**src/rtl/render_pkg.sv**
```systemverilog
// Shared types and constants for the per-frame render sequencer.
// Holds the sequencer state encoding and the clear-word layout/defaults.
// No logic; imported by frame_sequencer.
package render_pkg;

  typedef enum logic [2:0] {
    IDLE,
    CLEAR,
    START,
    RUN,
    DRAIN,
    WAIT_VSYNC,
    SWAP
  } seq_state_t;

  // Clear word is {depth[7:0], rgb565[15:0]}
  localparam int CLEAR_W = 24;
  localparam logic [7:0]  CLEAR_Z_DEF   = 8'hFF;    // far plane
  localparam logic [15:0] CLEAR_RGB_DEF = 16'h0000; // black

endpackage

```
**src/rtl/clear_addr_gen.sv**
```systemverilog
// Purpose: pixel index generator for the framebuffer clear, counts 0..N-1.
// Latency: address advances on the edge a write is accepted (we & ready).
// Backpressure: ready=0 holds the address; done pulses combinationally on the final accepted write.
//
// Ports:
//   clk, rst_n  clock, async active-low reset
//   we          clear write strobe currently presented
//   ready       framebuffer accepts the write this cycle
//   addr        current pixel index (registered)
//   done        final write (addr = N-1) is being accepted this cycle
module clear_addr_gen #(
  parameter int N  = 8,
  parameter int AW = 3
) (
  input  logic          clk,
  input  logic          rst_n,
  input  logic          we,
  input  logic          ready,
  output logic [AW-1:0] addr,
  output logic          done
);

  logic last;

  assign last = (addr == AW'(N - 1));
  assign done = we & ready & last;

  // Wrapping to zero after the last write leaves the counter ready for the
  // next frame without an explicit load from the sequencer.
  always_ff @(posedge clk or negedge rst_n) begin
    if (!rst_n) begin
      addr <= '0;
    end else if (we && ready) begin
      addr <= last ? '0 : addr + 1'b1;
    end
  end

endmodule

```
**src/rtl/frame_sequencer.sv**
```systemverilog
// Purpose: per-frame controller - clear back buffer, kick geometry, wait for drain, swap on vsync.
// Latency: enable->first clear write 1 cycle; last clear->geo_start 1; drain->wait 1; vsync rise->swap 1.
// Backpressure: clear writes stall on i_clear_ready=0 (addr/we held); drain waits for an idle pipeline.
//
// Ports:
//   i_clk, i_rst                  clock, async active-low reset
//   i_enable                      run frames continuously (sampled in IDLE and SWAP)
//   i_vsync                       display vsync level, rising edge used
//   o_geo_start / i_geo_done      geometry kick pulse / last-vertex pulse
//   i_fifo_empty, i_tri_valid,
//   i_raster_busy                 downstream activity used for the drain check
//   o_clear_we, i_clear_ready,
//   o_clear_addr, o_clear_buf,
//   o_clear_data                  framebuffer clear write port
//   o_front_buf, o_swap           scanned-out buffer select and swap pulse
//   o_busy                        not idle
//   o_frame_count, o_late_count   completed frames (wrap), vsyncs missed while rendering (saturate)
module frame_sequencer
  import render_pkg::*;
#(
  parameter int          FB_WIDTH     = 320,
  parameter int          FB_HEIGHT    = 240,
  parameter int          PIX_AW       = $clog2(FB_WIDTH * FB_HEIGHT),
  parameter logic [7:0]  CLEAR_Z      = CLEAR_Z_DEF,
  parameter logic [15:0] CLEAR_RGB    = CLEAR_RGB_DEF,
  parameter int          DRAIN_CYCLES = 4
) (
  input  logic               i_clk,
  input  logic               i_rst,
  input  logic               i_enable,
  input  logic               i_vsync,
  output logic               o_geo_start,
  input  logic               i_geo_done,
  input  logic               i_fifo_empty,
  input  logic               i_tri_valid,
  input  logic               i_raster_busy,
  output logic               o_clear_we,
  input  logic               i_clear_ready,
  output logic [PIX_AW-1:0]  o_clear_addr,
  output logic               o_clear_buf,
  output logic [CLEAR_W-1:0] o_clear_data,
  output logic               o_front_buf,
  output logic               o_swap,
  output logic               o_busy,
  output logic [15:0]        o_frame_count,
  output logic [15:0]        o_late_count
);

  localparam int N_PIX  = FB_WIDTH * FB_HEIGHT;
  localparam int IDLE_W = $clog2(DRAIN_CYCLES + 1);

  seq_state_t        state, state_nxt;
  logic [IDLE_W-1:0] idle_cnt, idle_cnt_nxt;
  logic              vsync_q;
  logic              vsync_rise;
  logic              pipe_idle;
  logic              clear_done;
  logic              front_nxt;
  logic              rendering;

  assign o_clear_data = {CLEAR_Z, CLEAR_RGB};

  assign vsync_rise = i_vsync & ~vsync_q;
  assign pipe_idle  = i_fifo_empty & ~i_tri_valid & ~i_raster_busy;
  assign rendering  = (state == CLEAR) || (state == START) ||
                      (state == RUN)   || (state == DRAIN);
  // Buffer select flips on the same edge that raises o_swap.
  assign front_nxt  = o_front_buf ^ (state_nxt == SWAP);

  clear_addr_gen #(
    .N  (N_PIX),
    .AW (PIX_AW)
  ) u_addr (
    .clk   (i_clk),
    .rst_n (i_rst),
    .we    (o_clear_we),
    .ready (i_clear_ready),
    .addr  (o_clear_addr),
    .done  (clear_done)
  );

  always_ff @(posedge i_clk or negedge i_rst) begin
    if (!i_rst) begin
      state <= IDLE;
    end else begin
      state <= state_nxt;
    end
  end

  always_comb begin
    state_nxt    = state;
    idle_cnt_nxt = '0;
    case (state)
      IDLE:       if (i_enable) state_nxt = CLEAR;
      CLEAR:      if (clear_done) state_nxt = START;
      START:      state_nxt = RUN;
      RUN:        if (i_geo_done) state_nxt = DRAIN;
      DRAIN: begin
        // Any busy cycle restarts the consecutive-idle count from zero.
        if (pipe_idle) begin
          idle_cnt_nxt = idle_cnt + 1'b1;
          if (idle_cnt == IDLE_W'(DRAIN_CYCLES - 1)) state_nxt = WAIT_VSYNC;
        end
      end
      WAIT_VSYNC: if (vsync_rise) state_nxt = SWAP;
      SWAP:       state_nxt = i_enable ? CLEAR : IDLE;
      default:    state_nxt = IDLE;
    endcase
  end

  // Outputs are registered from the next state so they line up with the
  // state they describe rather than lagging it by a cycle.
  always_ff @(posedge i_clk or negedge i_rst) begin
    if (!i_rst) begin
      vsync_q       <= 1'b0;
      idle_cnt      <= '0;
      o_clear_we    <= 1'b0;
      o_clear_buf   <= 1'b0;
      o_geo_start   <= 1'b0;
      o_swap        <= 1'b0;
      o_front_buf   <= 1'b0;
      o_busy        <= 1'b0;
      o_frame_count <= '0;
      o_late_count  <= '0;
    end else begin
      vsync_q     <= i_vsync;
      idle_cnt    <= idle_cnt_nxt;
      o_clear_we  <= (state_nxt == CLEAR);
      o_clear_buf <= (state_nxt == CLEAR) & ~front_nxt;
      o_geo_start <= (state_nxt == START);
      o_swap      <= (state_nxt == SWAP);
      o_front_buf <= front_nxt;
      o_busy      <= (state_nxt != IDLE);
      if (state_nxt == SWAP) begin
        o_frame_count <= o_frame_count + 16'd1;
      end
      if (vsync_rise && rendering && (o_late_count != 16'hFFFF)) begin
        o_late_count <= o_late_count + 16'd1;
      end
    end
  end

endmodule

```
**config.mk**
```make
export PLATFORM = sky130hd
export DESIGN_NAME = frame_sequencer
export DESIGN_NICKNAME = d
export VERILOG_FILES = /design/src/rtl/render_pkg.sv /design/src/rtl/clear_addr_gen.sv /design/src/rtl/frame_sequencer.sv
export SDC_FILE = /design/constraint.sdc
export NUM_CORES = 1
export LEC_CHECK = 0
export ABC_AREA = 1
export CAP_MARGIN = 10
export CORE_MARGIN = 3
export CORE_UTILIZATION = 55
export CTS_BUF_LIST = sky130_fd_sc_hd__clkbuf_4
export DETAILED_ROUTE_END_ITERATION = 12
export GPL_ROUTABILITY_DRIVEN = 0
export PLACE_DENSITY = 0.85
export SYNTH_ARGS = -nofsm -noshare
export SYNTH_HDL_FRONTEND = slang
export SYNTH_SLANG_ARGS = --single-unit
```
**constraint.sdc**
```tcl
create_clock -name i_clk -period 2.8 [get_ports i_clk]
set_input_delay 0.42 -clock i_clk [delete_from_list [all_inputs] [get_ports i_clk]]
set_output_delay 0.42 -clock i_clk [all_outputs]
set_load 0.03 [all_outputs]
```
# == After elaboration in Yosys (flattened, before gate mapping) ==
# Index checks and enable logic that the tools add are counted.
# totals
regBits,62
inputBits,9
output_inout_bits,79
elab_cells,58
# op_classes
mux,11
n_bitwise,11
reduce_logical,8
n_eq_ne,12
n_addsub,4
# op_table
op,count
"adder 16 x 1 -> 16 bit, second input constant",2
two-way mux 3 bit,8
case mux 3 bit (7 select lines),1
"adder 17 x 1 -> 17 bit, second input constant",1
"equality test 17 bit, second input constant",1
two-way mux 17 bit,1
"!= test 16 bit, second input constant",1
"equality test 3 x 2 -> 1 bit, second input constant",4
"equality test 3 bit, second input constant",4
AND 1 bit,6
"equality test 3 x 1 -> 1 bit, second input constant",2
NOT 1 bit,4
"adder 3 x 1 -> 3 bit, second input constant",1
logical AND 1 bit,3
zero test 3 bit,1
logical OR 1 bit,3
nonzero test 3 bit,1
two-way mux 1 bit,1
XOR 1 bit,1

# == Longest topological paths before layout ==
# logic_depth
ltp_word,9
ltp_mapped,10
ltp_nobuf,9

# == Hierarchy ==
# From an unflattened synthesis, not the netlist that was laid out.
# unflattened
hier_cells,500
hier_area_um2,3757.4
# modules_own_cells
module,area_per_inst_um2,n_inst,cells_per_inst
frame_sequencer,2646.3,1,339
clear_addr_gen,1111.1,1,161

# == Worst setup path after synthesis ==
# No wires, ideal clock.
# synth_timing
kind,reg2reg
from,reg o_late_count[0]
to,reg o_late_count[7]
n_path_buf,1
period_less_slack_ns,1.773
path_stages_with_launch,10
slack_ns,1.027
arrival_ns,1.653
setup_ns,0.120
path_cell_list,dfrtp_1 ha_1 nand3_2 nor2_2 nand3_1 nand2_4 inv_6 buf_8 nand3b_1 nand2_1
# synth_via
elab_chain_len,2
word_cells_on_any_way,3
# synth_rtl
element,line,text
start: declaration,frame_sequencer.sv:46,output logic [15:0] o_late_count
start signal: assignment,frame_sequencer.sv:138,o_late_count <= o_late_count + 16'd1;
branches (longest 2 deep; another with adder 16 x 1 -> 16 bit),--,
# Several ways; the timed one is not identified.
# A chain may end at the register's enable or synchronous reset.

# == Worst setup path in the final report ==
# layout_timing
from,reg o_late_count[11]
to,out o_late_count[11]
# No word-level cell between the ends.

==> metrics.log <==
[metrics] run status: finished, final reports clean
[metrics] post-synthesis to final-layout area growth: 20.91%
[metrics] core footprint: between 6000 and 7000 sq um
[metrics] detailed-router iteration count before antenna repair: 5
[metrics] number of warnings reported in the yosys synthesis log: 0
[metrics] antenna violation net count after detailed routing: 0
[metrics] pin count of the biggest net entering global routing: between 60 and 70
[metrics] Routed met1 length: 3276 um
[metrics] number of clock buffers inserted by TritonCTS: 9
[metrics] count of fill cells added during filler insertion: 474
[metrics] Global Route Usage Sum: 21.31%
[metrics] detail-routed net length per standard cell: ~13 um
[metrics] number of resized instances in the post-cts repair step: 0
[metrics] TNS Setup: 0 ns
[metrics] kind of cell with the highest combined delay on the critical path: buffers and inverters
[metrics] maximum fanout along the worst path: 6
[metrics] critical path data required time: between 2 and 2.5 ns
[metrics] final setup fails: 0
[metrics] reported leakage power: 2.031 nW
[metrics] number of antenna violations at the first check in global routing: 0
[metrics] count of final hold-check violations: 0
[metrics] footprint of the multi-input gates: roughly 1600 sq um
[metrics] Post-CTS Setup Bufs: 0
[metrics] num ports: 88
[metrics] count of hold buffers inserted by post-cts repair: 0
[metrics] number of synthesized register bits: between 60 and 70
[metrics] DRC violations left: 0
[metrics] capturing element type of the critical path: primary output
[metrics] total via count after detailed routing: a little under 3k
[metrics] share of the yosys chip area belonging to registers: between 40% and 50%
[metrics] clock latency on the worst-skew pair: 0.40 ns
[metrics] crit path max-delay cell type: clkdlybuf4s50_1
[metrics] highest metal layer with signal wires: met4
[metrics] Period Utilization, post-route: about 72%
[metrics] worst path cell trace: clkdlybuf4s50_1
[metrics] arrival time reported for the critical path endpoint: ~1.6 ns
[metrics] element type at the critical path start: register
[metrics] first-pass GRT wire length: roughly 13000 um
[metrics] maximum clock skew at final layout: 0.01587 ns
[metrics] shortest period the worst path allows: ~2.0 ns
[metrics] post-detailed-placement half-perimeter wirelength: roughly 5400 um
[metrics] Register Area: 1551 sq um
[metrics] layout cells sized above 1: about 7.7%
[metrics] Max Clock Freq: 494.2 MHz
[metrics] library cell used as clock root buffer: clkbuf_4
[metrics] total detailed-routing wirelength: 7289 um
[metrics] Worst IR Drop VDD: approximately 0.60 mV
[metrics] TritonCTS clock tree: built
[metrics] max-cap viol count: 0
[metrics] number of levels in the clock H-tree: 3
[metrics] final standard cell count with taps included and fillers excluded: 570
[metrics] most common library cell in the layout ignoring fill and taps: nand2_1
[metrics] category of the most critical setup path: register to primary output
[metrics] Synth Instances: 420
[metrics] Worst Path Buf+Inv: 1
[metrics] starting density of the core: about 58%
[metrics] worst min-delay path category: input port to async pin
[metrics] cell count after placement: ~550
[metrics] clock slew at the register clock pins of the worst setup and hold paths: about 0.10 ns
[metrics] total length of routed met3 wires: roughly 390 um
[metrics] number of antenna diodes: 0
[metrics] number of sinks driven by the clock tree: between 60 and 70
[metrics] wire length on met2: 3464 um
[metrics] setup repair after global routing missed its margin: no
[metrics] synthesized area: around 3500 sq um
[metrics] stage delay of the slowest cell on the critical path: ~0.72 ns
[metrics] Detailed Route Iter0 Violations: approximately 140
[metrics] Port-buffer cells: 63
[metrics] area enclosed by the die boundary: around 7300 sq um
[metrics] syn avg cell area: 8.276 sq um
[metrics] global route overflow: 0
[metrics] power density of the placed cells: just under 800 nW/um^2
[metrics] final net count: 504
[metrics] Longest Clk Path Bufs: 2
[metrics] Synth cell types: 36
[metrics] vias in the first global route: approximately 2.8k
[metrics] die height: about 85 um
[metrics] max-slew violation count: 0
[metrics] number of standard-cell rows in the floorplan: 28
[metrics] routed vias/inst: 5.084
[metrics] most used cells in the layout excluding fill and tap cells: nand2_1, dfrtp_1, clkdlybuf4s50_1
[metrics] Horiz. Die Dim: 85.50 um
## layer usage
layer  global-route usage (%)  vias to the layer above
met1                    28.18                     1351
met3                    3.746                       16
met2                    34.46                       98
li1                         -                     1433
met4                    9.496                        0
met5                        0                        -
## cell usage after synthesis, drive strengths merged
cell    instances  area, sq um
nor3b           2        15.01
o21ai          20        133.9
clkinv          1        3.750
ha              5        62.56
xnor2          10        87.58
nand4          14        93.84
or2             1        6.260
a221oi          1        8.760
xor2           21        183.9
conb            2        7.510
a21oi           6        45.05
nand3          27        145.1
dfrtp          62         1551
buf            27        217.7
nor3           20        121.4
nand3b          1        7.510
inv            56        215.2
nand2          92        355.3
nor4            1        6.260
o21a            1        7.510
nor2           50        200.2
## path summary, 6_finish.rpt
kind	endpoint	cells after the start	startpoint	slack, ns
max reg2reg	o_frame_count[15]	6	state[2]	1.00
min	u_addr.addr[1]	2	i_rst	0.02
max in group asynchronous	o_late_count[13]	2	i_rst	2.50
min reg2reg	idle_cnt[0]	1	idle_cnt[0]	0.45
min in group i_clk	idle_cnt[0]	1	idle_cnt[0]	0.45
max	o_late_count[11]	1	o_late_count[11]	0.78
## state kept, by name (all words and copies together) (netlist names)
signal,flops
state,3
o_clear_buf,1
o_clear_we,1
idle_cnt,3
o_front_buf,1
o_geo_start,1
vsync_q,1
o_busy,1
o_frame_count,16
u_addr.addr,17
o_swap,1
o_late_count,16
## power by group
group	switching, W	internal (W)	total, W
clock network	0.000317	0.000258	0.000575
registers	0.000232	0.00109	0.00132
logic	0.000881	0.000519	0.00140
## cell type report
type | instances | area share [%]
inverter | 57 | 5.210
sequential | 62 | 36.92
tap | 75 | 2.233
clock inverter | 7 | 1.310
timing repair buffer | 64 | 15.36
clock buffer | 9 | 1.608
multi-input combinational | 296 | 37.36
## kinds of logic (layout without fill, tap and decap cells)
family / after synthesis / after routing / share of synthesized area, %
simple gates: 208 / 208 / 27.36
fa+ha+maj: 5 / 5 / 1.800
flops: 62 / 62 / 44.64
compound gates: 28 / 28 / 5.616
buf+inv: 84 / 137 / 12.56
other cells: 2 / 24 / 0.2161
xor+xnor: 31 / 31 / 7.811
## stage by stage
stage	setup slack (ns)	power (W)	instance area [sq um]	hold WS, ns	utilization [%]
2_1_floorplan	1.027	0.002234	3558	0.1244	-
4_1_cts	0.7650	0.003313	4203	0.01511	69.75
3_5_place_dp	0.7139	0.002733	4080	0.4365	67.71
5_1_grt	0.7025	0.003506	4203	0.02473	69.75
6_report	0.7767	0.003298	4203	0.02018	69.75
3_3_place_gp	0.8101	0.002678	4080	0.4211	67.71
(Power assumes the default switching activity.)
